==> src/rtl/pdu_dbg.sv <==
// Debug/peripheral unit: CPU clock generator (run/step/burst/breakpoint),
// probe viewer, memory-mapped I/O registers and scanned 7-segment output.
//
// Ports:
//   clk, rst          system clock, async active-high reset
//   run, step, valid  raw board switch/buttons
//   in                raw switches; in[0]=next, in[1]=prev (any edge)
//   clk_cpu           generated CPU clock
//   pc                CPU fetch PC for breakpoint compare
//   io_addr/dout/we   CPU I/O write bus; io_din is combinational read data
//   probe             NCH flattened probe channels of DW bits
//   out0, ready       LED field and ready LED
//   halted, view      breakpoint-hit LED, viewer mode
//   an, seg           display digit select and nibble
module pdu_dbg #(
  parameter int DW        = 32,
  parameter int NCH       = 16,
  parameter int CW        = 5,
  parameter int SCAN_BITS = 20,
  localparam int SW       = $clog2(NCH),
  localparam int AW       = (DW > 4) ? $clog2(DW / 4) : 1
) (
  input  logic              clk,
  input  logic              rst,
  input  logic              run,
  input  logic              step,
  input  logic              valid,
  input  logic [CW-1:0]     in,
  output logic              clk_cpu,
  input  logic [DW-1:0]     pc,
  input  logic [7:0]        io_addr,
  input  logic [DW-1:0]     io_dout,
  input  logic              io_we,
  output logic [DW-1:0]     io_din,
  input  logic [NCH*DW-1:0] probe,
  output logic [CW-1:0]     out0,
  output logic              ready,
  output logic              halted,
  output logic              view,
  output logic [AW-1:0]     an,
  output logic [3:0]        seg
);

  typedef enum logic [1:0] {
    IDLE  = 2'd0,
    RUN   = 2'd1,
    BURST = 2'd2,
    HALT  = 2'd3
  } st_t;

  // ---------------- input conditioning ----------------
  logic [1:0]    run_q;
  logic [2:0]    step_q;
  logic [2:0]    valid_q;
  logic [CW-1:0] in1_q, in2_q;
  logic [1:0]    in3_q;
  logic          step_p_q, valid_p_q, nx_q, pv_q;
  logic          run_s;

  assign run_s = run_q[1];

  // Edge pulses are registered so the FSM sees a clean one-cycle strobe.
  always_ff @(posedge clk or posedge rst) begin
    if (rst) begin
      run_q     <= '0;
      step_q    <= '0;
      valid_q   <= '0;
      in1_q     <= '0;
      in2_q     <= '0;
      in3_q     <= '0;
      step_p_q  <= 1'b0;
      valid_p_q <= 1'b0;
      nx_q      <= 1'b0;
      pv_q      <= 1'b0;
    end else begin
      run_q     <= {run_q[0], run};
      step_q    <= {step_q[1:0], step};
      valid_q   <= {valid_q[1:0], valid};
      in1_q     <= in;
      in2_q     <= in1_q;
      in3_q     <= in2_q[1:0];
      step_p_q  <= step_q[1] & ~step_q[2];
      valid_p_q <= valid_q[1] & ~valid_q[2];
      nx_q      <= in2_q[0] ^ in3_q[0];
      pv_q      <= in2_q[1] ^ in3_q[1];
    end
  end

  // ---------------- I/O registers ----------------
  logic [CW-1:0] out0_q;
  logic          ready_q;
  logic [DW-1:0] out1_q;
  logic [DW-1:0] bp_addr_q;
  logic          bp_en_q;
  logic [15:0]   burst_n_q;

  always_ff @(posedge clk or posedge rst) begin
    if (rst) begin
      out0_q    <= '1;
      ready_q   <= 1'b1;
      out1_q    <= DW'(32'h1234_5678);
      bp_addr_q <= '0;
      bp_en_q   <= 1'b0;
      burst_n_q <= '0;
    end else if (io_we) begin
      unique case (io_addr)
        8'h00: out0_q  <= io_dout[CW-1:0];
        8'h04: ready_q <= io_dout[0];
        8'h08: out1_q  <= io_dout;
        8'h14: begin
          bp_addr_q <= io_dout;
          bp_en_q   <= 1'b1;
        end
        8'h18: burst_n_q <= io_dout[15:0];
        8'h1C: bp_en_q   <= io_dout[0];
        default: ;
      endcase
    end
  end

  // ---------------- clock FSM ----------------
  st_t         state_q;
  logic        clk_cpu_q;
  logic        halted_q;
  logic        first_q;
  logic [15:0] rem_q;
  logic        bp_hit;

  // first_q masks the compare until the first rising edge after a
  // (re)start, so resuming from a breakpoint PC makes progress.
  assign bp_hit = bp_en_q && !first_q && (pc == bp_addr_q);

  always_ff @(posedge clk or posedge rst) begin
    if (rst) begin
      state_q   <= IDLE;
      clk_cpu_q <= 1'b0;
      halted_q  <= 1'b0;
      first_q   <= 1'b0;
      rem_q     <= '0;
    end else begin
      unique case (state_q)
        IDLE: begin
          clk_cpu_q <= 1'b0;
          if (run_s) begin
            state_q <= RUN;
            first_q <= 1'b1;
          end else if (step_p_q) begin
            if (burst_n_q == '0) begin
              clk_cpu_q <= 1'b1;
            end else begin
              rem_q   <= burst_n_q;
              state_q <= BURST;
              first_q <= 1'b1;
            end
          end
        end
        RUN: begin
          if (clk_cpu_q) begin
            clk_cpu_q <= 1'b0;
          end else if (!run_s) begin
            state_q <= IDLE;
          end else if (bp_hit) begin
            state_q  <= HALT;
            halted_q <= 1'b1;
          end else begin
            clk_cpu_q <= 1'b1;
            first_q   <= 1'b0;
          end
        end
        BURST: begin
          if (clk_cpu_q) begin
            clk_cpu_q <= 1'b0;
          end else if (rem_q == '0) begin
            state_q <= IDLE;
          end else if (bp_hit) begin
            state_q  <= HALT;
            halted_q <= 1'b1;
          end else begin
            clk_cpu_q <= 1'b1;
            rem_q     <= rem_q - 16'd1;
            first_q   <= 1'b0;
          end
        end
        HALT: begin
          if (!run_s) begin
            state_q   <= IDLE;
            halted_q  <= 1'b0;
            clk_cpu_q <= 1'b0;
          end else begin
            clk_cpu_q <= step_p_q & ~clk_cpu_q;
          end
        end
        default: state_q <= IDLE;
      endcase
    end
  end

  // ---------------- viewer ----------------
  logic          view_q;
  logic [SW-1:0] sel_q, sel_d;
  logic [SCAN_BITS-1:0] cnt_q;

  always_comb begin
    sel_d = sel_q;
    if (nx_q && !pv_q) begin
      sel_d = (sel_q == SW'(NCH - 1)) ? '0 : sel_q + 1'b1;
    end else if (pv_q && !nx_q) begin
      sel_d = (sel_q == '0) ? SW'(NCH - 1) : sel_q - 1'b1;
    end
  end

  always_ff @(posedge clk or posedge rst) begin
    if (rst) begin
      view_q <= 1'b0;
      sel_q  <= '0;
      cnt_q  <= '0;
    end else begin
      view_q <= view_q ^ valid_p_q;
      sel_q  <= sel_d;
      cnt_q  <= cnt_q + 1'b1;
    end
  end

  // ---------------- display ----------------
  logic [CW-1:0]         sel_x;
  logic [DW-1:0]         disp;
  logic [4*(2**AW)-1:0]  disp_x;

  always_comb begin
    sel_x          = '0;
    sel_x[SW-1:0]  = sel_q;
    disp           = view_q ? probe[int'(sel_q)*DW +: DW] : out1_q;
    disp_x         = '0;
    disp_x[DW-1:0] = disp;
  end

  assign an  = cnt_q[SCAN_BITS-1 -: AW];
  assign seg = disp_x[4*int'(an) +: 4];

  // ---------------- read mux ----------------
  always_comb begin
    io_din = '0;
    unique case (io_addr)
      8'h0C: io_din[CW-1:0] = in2_q;
      8'h10: io_din[0]      = valid_q[1];
      8'h14: io_din         = bp_addr_q;
      8'h18: io_din[15:0]   = burst_n_q;
      8'h1C: io_din[3:0]    = {halted_q, state_q, bp_en_q};
      default: ;
    endcase
  end

  assign clk_cpu = clk_cpu_q;
  assign halted  = halted_q;
  assign view    = view_q;
  assign ready   = ready_q;
  assign out0    = view_q ? sel_x : out0_q;

endmodule

==> config.mk <==
export PLATFORM = sky130hd
export DESIGN_NAME = pdu_dbg
export DESIGN_NICKNAME = d
export VERILOG_FILES = /design/src/rtl/pdu_dbg.sv
export SDC_FILE = /design/constraint.sdc
export NUM_CORES = 1
export LEC_CHECK = 0
export CAP_MARGIN = 20
export CORE_AREA = 2 2 247 249
export DETAILED_ROUTE_END_ITERATION = 8
export DIE_AREA = 0 0 249 251
export REMOVE_ABC_BUFFERS = 1
export SETUP_SLACK_MARGIN = 0.05
export SLEW_MARGIN = 40
export SYNTH_ARGS = -nofsm -noshare
export SYNTH_HDL_FRONTEND = slang
export SYNTH_SLANG_ARGS = --single-unit
==> constraint.sdc <==
create_clock -name clk -period 10.5 [get_ports clk]
set_clock_uncertainty 0.2 [all_clocks]
set_input_delay 3.15 -clock clk [delete_from_list [all_inputs] [get_ports clk]]
set_output_delay 3.15 -clock clk [all_outputs]
set_load 0.01 [all_outputs]
* Word level (Yosys, flattened, before mapping)
Index checks and enable logic that the tools add are counted.
Widths: inputs -> output; s select.
** Operators by class
- Add/sub/neg operators :: 4
- Eq/ne operators :: 23
- Shift-type cells :: 2
- Mux-type cells :: 55
- Bitwise logic cells :: 9
- Reductions and logical operators :: 27
** Operators with widths (count)
- $shiftx 512x10->32 :: 1
- $mux 16 :: 7
- $eq 32x32->1 :: 1
- $eq 8x5->1 const B :: 4
- $logic_not 16->1 :: 2
- $mux 32 :: 1
- $pmux 16 s2 :: 1
- $shiftx 32x6->4 :: 1
- $mux 1 :: 23
- $pmux 11 s2 :: 1
- $add 20x1->20 const B :: 1
- $mux 2 :: 9
- $ne 2x2->1 const B :: 9
- $eq 8x4->1 const B :: 2
- $mux 4 :: 4
- $sub 16x1->16 const B :: 1
- $reduce_and 7->1 :: 2
- $pmux 3 s4 :: 1
- $reduce_and 2->1 :: 6
- $pmux 1 s3 :: 3
- $eq 8x3->1 const B :: 1
- $logic_not 8->1 :: 1
- $pmux 2 s4 :: 1
- $ne 3x3->1 const B :: 2
- 20 further kinds :: 35
** Word-level totals
- Bits in registers :: 157
- Input bits :: 595
- Output and inout port bits :: 48
- Word-level logic and storage cells :: 144

* Logic depth before layout (Yosys ltp)
- Depth in word-level cells :: 7
- Gate-level depth with buffers :: 10
- Mapped depth without buffers :: 8

* Worst setup path before layout
Ideal clock, no wire load.
- Kind :: in2out
- From :: input io_addr[5]
- To :: output io_din[21]
- Arrival :: 4.432 ns
- Data required time :: 7.150 ns
- Setup slack :: 2.718 ns
- Stages on the path :: 6
- Cells stage by stage :: nor3_1 -> nand4_1 -> nor2_1 -> clkbuf_1 -> clkbuf_1 -> and2_1
** Between the ends
- Word-level cells in the longest chain between the ends :: 2
** Ends and longest elaborated chain
- start, declared :: line 31 : input logic [7:0] io_addr,
- $eq 8x5->1 :: line 243 : unique case (io_addr)
- $mux 16 :: line 243
- end, declared :: line 34 : output logic [DW-1:0] io_din,
Every way passes these cells.

* Worst setup path in the final report
- From :: input probe[34]
- To :: output seg[2]
** Between the ends
- Word-level cells in the longest chain between the ends :: 3
** Ends and longest elaborated chain
- start, declared :: line 35 : input logic [NCH*DW-1:0] probe,
- $shiftx 512x10->32 :: line 232 : disp = view_q ? probe[int'(sel_q)*DW +: DW] : out1_q;
- $mux 32 :: line 232
- $shiftx 32x6->4 :: line 238 : assign seg = disp_x[4*int'(an) +: 4];
- end, declared :: line 41 : output logic [3:0] seg
Every way passes these cells.

==> impl_metrics.csv <==
group,metric,value,unit
setup_path,timing.rr.end,"rem_q[14]$_DFFE_PP0P_",
synthesis,synth_top_cell_area_share,28.6,%
floorplanning,fp.dieArea,0.0625,mm^2
setup_path,critical_path.startpoint_type,"input port",
timing,period_share,89.1,%
global_routing,grt_max_degree,122,
timing,setup_viol,0,
final_layout,syn_to_final_growth,64.7,%
setup_path,path_depth,8,
final_layout,fill_cells,6045,
placed_design,dp_slack,1.02,ns
global_routing,grt_usage,22.3,%
synthesis,async_flop_share,100,%
clock_network,cts-root-buf,"clkbuf_16",
synthesis,synthTopCellsByCount,"dfrtp_1, mux2_2, mux4_2, mux2i_1, nor2_1",
setup_path,slowest_stage,"clkdlybuf4s50_1",
synthesis,syn_inst,1115,
clock_network,numCtsBuffers,17,
final_layout,regArea,0.00396,mm^2
final_layout,final_cells,2513,
clock_network,clkTransAtPathRegs,0.06,ns
detailed_routing,routedWlPerCell,28.3,um
job,cap_violations,0,
synthesis,synth_cell_types,69,
setup_path,cp.required,7.15,ns
pwr,ir_worst_vdd,0.146,mV
detailed_routing,wirelength,71000,um
min_path,hold_class,"register to register",
placed_design,post-dp-hpwl,58700,um
floorplanning,die_h,251,um
synthesis,syn_avg_cell_area,10.8,um^2
detailed_routing,ant_nets,0,
placed_design,port_buffers,642,
setup_path,r2r-start,"state_q[0]$_DFFE_PP0P_",
timing,tns,0,ns
setup_path,crit_fanout,1,
setup_path,critical_path.endpoint,"seg[2]",
synthesis,yosys_warnings,0,
synthesis,ys_seq_elements,157,
clock_network,clock_path_buffers,2,
timing,final.setup.worst_slack,1.15,ns
detailed_routing,drt_first_pass_iters,5,
run_status,status,"complete, no violations",
setup_path,crit_chain,"clkdlybuf4s50_1, mux4_2, mux2_2, a211oi_1, nor4_1, o22ai_1, o22ai_1, clkdlybuf4s50_1",
floorplanning,start_util,20.2,%
detailed_routing,vias,12524,
timing,finalMaxSlewViolations,0,
floorplanning,io_pins,643,
timing,worst_pin_slew,0.891,ns
clock_network,insertion_delay,0.44,ns
setup_path,path_class,"input port to output port",
global_routing,overflow,0,
floorplanning,coreArea,0.0598,mm^2
synthesis,synth_area_leaders,"dfrtp_1, mux4_2, mux2_2, mux2i_1, dfstp_2",
clock_network,cts_resized,0,
synthesis,yosysSeqAreaShare,32.8,%
detailed_routing,drc_errors,0,
setup_path,rrSetupSlack,7.32,ns
setup_path,cp_slowest_stage_delay,0.70,ns
global_routing,grt_pass1_vias,13187,
clock_network,cts_sinks,157,
clock_network,cts_tree,"built",
setup_path,crit_buf_inv,2,
clock_network,postCtsHoldBufs,0,
detailed_routing,drt_iter0_drc,861,
setup_path,critPathCaptureType,"output port",
setup_path,crit_arrival,6.00,ns
timing,fin_crit,9.35,ns
timing,fmax,0.107,GHz
pwr,leakage,7.55,nW
timing,rsz0062_at_grt,"false",
detailed_routing,avgViaCountPerCell,4.98,
clock_network,postCtsSetupRepairBufs,0,
global_routing,antenna_found_initial,16,
timing,hold_violations,0,
final_layout,finish.net_count,2312,
setup_path,ff2ff_path_depth,9,
synthesis,yosysMostFrequentCell,"dfrtp_1",
synthesis,synth_ff_type,"dfrtp_1",
clock_network,cts_max_level,4,
global_routing,grt_pass1_wl,99700,um
final_layout,multi_input_area,0.00768,mm^2
pwr,powerDensity,173,mW/mm^2
placed_design,gp_congestion,0.958,
synthesis,yosys.area.top_type,"dfrtp_1",
final_layout,drive_above_1_share,16.9,%
synthesis,synth_edf_count,0,
setup_path,critical_path.top_delay_family,"buffers and inverters",
placed_design,dp.cells,2470,
floorplanning,fp.dieW,249,um
setup_path,cp-startpoint,"probe[34]",
floorplanning,core.rowCount,90,
timing,worst_slew_margin_rel,40.1,%
synthesis,netlist_area,0.0121,mm^2
==> report_power, final <==
part / total [W] / leakage [nW] / internal, W / switching [W]
clock network: 0.000593 / 0.264 / 0.000314 / 0.000279
registers: 0.000837 / 1.99 / 0.000678 / 0.000159
logic: 0.00201 / 5.30 / 0.000963 / 0.00105
==> flip-flops by register name, indices dropped and copies added (netlist names), 2 cells and up <==
signal / cells
step_q: 3
out1_q: 32
state_q: 2
cnt_q: 20
valid_q: 3
burst_n_q: 16
rem_q: 16
in3_q: 2
out0_q: 5
run_q: 2
bp_addr_q: 32
sel_q: 4
in1_q: 5
in2_q: 5
==> through the flow <==
step	cell area [um^2]	hold slack, ns	utilization, %	total power [W]
after floorplan	11700	0.131	-	0.00218
after global placement	19300	0.132	32.2	0.00286
after detailed placement	19300	0.135	32.3	0.00287
after CTS	19800	0.150	33.2	0.00348
after global routing	19900	0.155	33.2	0.00364
final	19900	0.149	33.2	0.00344
==> area by class of cell <==
class	count	area share, %
diodes	11	0.139
well taps	782	4.93
repair buffers	657	33.1
flip-flops and latches	157	20.0
clock inverters	13	0.529
multi-input cells	850	38.7
clock buffers	19	2.23
inverters	24	0.491
==> cell families (layout without fill, tap and decap cells) <==
family          after synthesis  count (layout)  share of synthesized area (%)
simple gates                292             292                           12.7
compound gates              220             220                           12.7
fa+ha+maj                    10              10                           1.04
xor+xnor                     55              55                           3.99
mux                         273             273                           33.0
flops                       157             157                           32.8
other cells                   0              11                              0
buf+inv                     108             713                           3.75
==> per-layer routing <==
layer | share of wire, % | track usage [%]
met5 | 0.093 | 0
met4 | 1.9 | 5.18
met3 | 6.7 | 5.08
met2 | 48 | 37.9
met1 | 43 | 28.6
==> placed cells by master, fill, tap and decap left out, types with 24 or more instances in the layout <==
cell type,netlist,final
mux2i_1,83,83
nor2_1,64,61
o22ai_1,46,46
mux2_2,99,99
a21oi_1,24,24
xnor2_1,44,44
a22oi_1,31,31
mux4_2,90,90
nand4_1,26,26
o21ai_0,31,31
nand2_1,59,58
nand3_1,26,26
clkdlybuf4s50_1,0,642
dfrtp_1,138,133
==> how the worst min path moves through the flow <==
| stage | startpoint | endpoint | slack, ns | cells past startpoint |
|---|---|---|---|---|
| 6_report | run_q[0]$_DFF_PP0_ | run_q[1]$_DFF_PP0_ | 0.15 | 0 |
| 5_1_grt | in1_q[3]$_DFF_PP0_ | in2_q[3]$_DFF_PP0_ | 0.16 | 0 |
| 4_1_cts | run_q[0]$_DFF_PP0_ | run_q[1]$_DFF_PP0_ | 0.15 | 0 |
| 3_5_place_dp | in1_q[0]$_DFF_PP0_ | in2_q[0]$_DFF_PP0_ | 0.13 | 0 |
| 3_3_place_gp | step_q[0]$_DFF_PP0_ | step_q[1]$_DFF_PP0_ | 0.13 | 0 |
| 2_1_floorplan | in1_q[0]$_DFF_PP0_ | in2_q[0]$_DFF_PP0_ | 0.13 | 0 |
No activity file was read; power rests on OpenSTA's default activity.
==> edit, RTL diff (same flow settings) <==
`NCH`: 16 -> 8.
--- a/src/rtl/pdu_dbg.sv
+++ b/src/rtl/pdu_dbg.sv
@@ -14,7 +14,7 @@
 //   an, seg           display digit select and nibble
 module pdu_dbg #(
   parameter int DW        = 32,
-  parameter int NCH       = 16,
+  parameter int NCH       = 8,
   parameter int CW        = 5,
   parameter int SCAN_BITS = 20,
   localparam int SW       = $clog2(NCH),
Ports: changed (resized probe); port bits go from 643 to 387. No check against the original RTL was run, so the function may have changed too.
==> edit against the original RTL <==
Count of clock-buffer cells in the layout stayed put. Sequential power is 8.0% lower. Final area is 24% lower. Register-to-register slack worse by 0.15 ns. Worst setup slack better by 0.38 ns. Sequential share of layout area is 6.2 points higher. Area after synthesis is 19% lower. Routed wire length is 39% lower. Hold slack better by 0.0038 ns. Clock power is 5.7% higher. Power is 26% lower. Sequential cell count is 1 lower. Critical endpoint is now io_din[4].
==> edit: results (changes against the original RTL) <==
stage	metric	value	unit	change
synthesis	synthTopCellsByCount	137 x dfrtp_1, 97 x mux2_2, 70 x nand2_1		
placement	place_ws	1.47	ns	+0.447 ns
cells_and_area	final_nets	1568		-32%
timing	setup_violations	0		unchanged
clock_tree	insertion_delay	0.46	ns	+0.02 ns
placement	hpwl	34.4	mm	-42%
clock_tree	postCtsSetupBuffers	0		unchanged
route	highest-signal-layer	met5		
route	wl_per_cell	21.3	um	-24%
route	drt_iter0_markers	524		-39%
cells_and_area	final_cells	2016		-20%
route	vias	8691		-31%
grt	grt.total_usage	0.139		-0.0838
placement	numPortBuffers	386		-40%
grt	grtUsageMet2	0.225		-0.154
worst_setup_path	cp.arrival	5.62	ns	-0.38 ns
route	met3WireLength	2.24	mm	-53%
min_path	hold_class	flip-flop to flip-flop		
worst_setup_path	cp_top_family	buffers and inverters		
placement	placed_area	0.0145	sq mm	-25%
synthesis	synth_cell_types	65		-5.8%
clock_tree	clk_pin_slew	0.07	ns	
placement	gp_congestion	0.905		-5.5%
synthesis	synth.area.top_cells	dfrtp_1 35%, mux4_2 12%, mux2_2 11%, dfstp_2 5.1%, mux2i_1 4.3%		
cells_and_area	fillers	6235		+3.1%
worst_setup_path	cp_slowest_stage_delay	0.53	ns	-0.17 ns
grt	grt_max_degree	82		-33%
grt	use_met3	0.0320		-0.0188
cells_and_area	finish.utilization	0.252		-0.0805
route	drt-met1-wl	20.0	mm	-34%
clock_tree	cts-root-buf	clkbuf_16		
cells_and_area	drive_above_1_share	0.188		+0.0186
synthesis	async_reset_ff_frac	1.00		unchanged
run_status	status	finished, final reports clean		
clock_tree	cts_resized	0		unchanged
route	first_pass_iters	4		-1
clock_tree	cts_max_level	4		unchanged
worst_setup_path	crit_path_top_delay_cell	clkdlybuf4s50_1		
cells_and_area	reg_top3	bp_addr_q: 32 flops, out1_q: 32 flops, cnt_q: 20 flops		
worst_setup_path	path_max_fanout	29		+28
grt	antenna_found_initial	6		-10
synthesis	synth-seq-area-share	0.404		+0.0758
timing	hold_viol_final	0		unchanged
pwr	peakVddDrop	0.128	mV	-12%
grt	grt_pass1_vias	9045		-31%
route	dr_wl_met2	20.3	mm	-41%
synthesis	synthCells	852		-24%
clock_tree	cts_buffers	17		unchanged
grt	use_met1	0.189		-0.0977
grt	grt_first_pass_wirelength	63.4	mm	-36%
timing	worstMarginPinSlew	0.758	ns	-0.133 ns
clock_tree	cts_buffer_depth	2		unchanged
pwr	leakage	6.07	nW	-20%
[edit: final timing paths]
kind	startpoint	end	slack, ns	cells after the start
hold / removal	in1_q[1]$_DFF_PP0_	in2_q[1]$_DFF_PP0_	0.15	0
max in group asynchronous	rst	burst_n_q[12]$_DFFE_PP0P_	6.02	3
min in group asynchronous	rst	in1_q[0]$_DFF_PP0_	2.94	2
setup reg to reg	state_q[0]$_DFFE_PP0P_	rem_q[8]$_DFFE_PP0P_	7.17	7
hold reg to reg	in1_q[1]$_DFF_PP0_	in2_q[1]$_DFF_PP0_	0.15	0
setup / recovery	io_addr[2]	io_din[4]	1.53	8
[edit: worst reg2reg max path, cell delays in order (launching register included)]
cell and delay, ns:
dfrtp_1 0.48, inv_1 0.12, ha_2 0.47, a22oi_1 0.19, a211o_1 0.56, or2_1 0.40
or4_1 0.53, a221oi_1 0.29
[edit: where the power goes]
part | total, mW | leakage [nW] | internal (mW) | switching [mW]
combinational | 1.14 | 3.80 | 0.572 | 0.567
clock | 0.627 | 0.280 | 0.326 | 0.301
sequential | 0.770 | 1.99 | 0.671 | 0.0994
[edit: layout make-up]
type	instances	area, sq um	share of cell area
clock inverter	13	124	0.00823
multi-input combinational	623	5510	0.366
timing repair buffer	397	3960	0.263
inverter	22	90.1	0.00598
tap	782	978	0.0650
sequential	156	3940	0.261
antenna	4	10.0	0.000665
clock buffer	19	453	0.0301
[edit: kinds of logic (layout without fill, tap and decap cells)]
family                     after synthesis  after routing  share of synthesized area
and+or+nand+nor                        229            229                      0.122
AOI/OAI and AO/OA                      136            136                     0.0995
adders and majority gates               12             12                     0.0154
other                                    0              4                          0
DFF                                    156            156                      0.404
xor gates and xnor gates                53             53                     0.0477
muxes                                  193            193                      0.280
buffers and inverters                   73            451                     0.0318
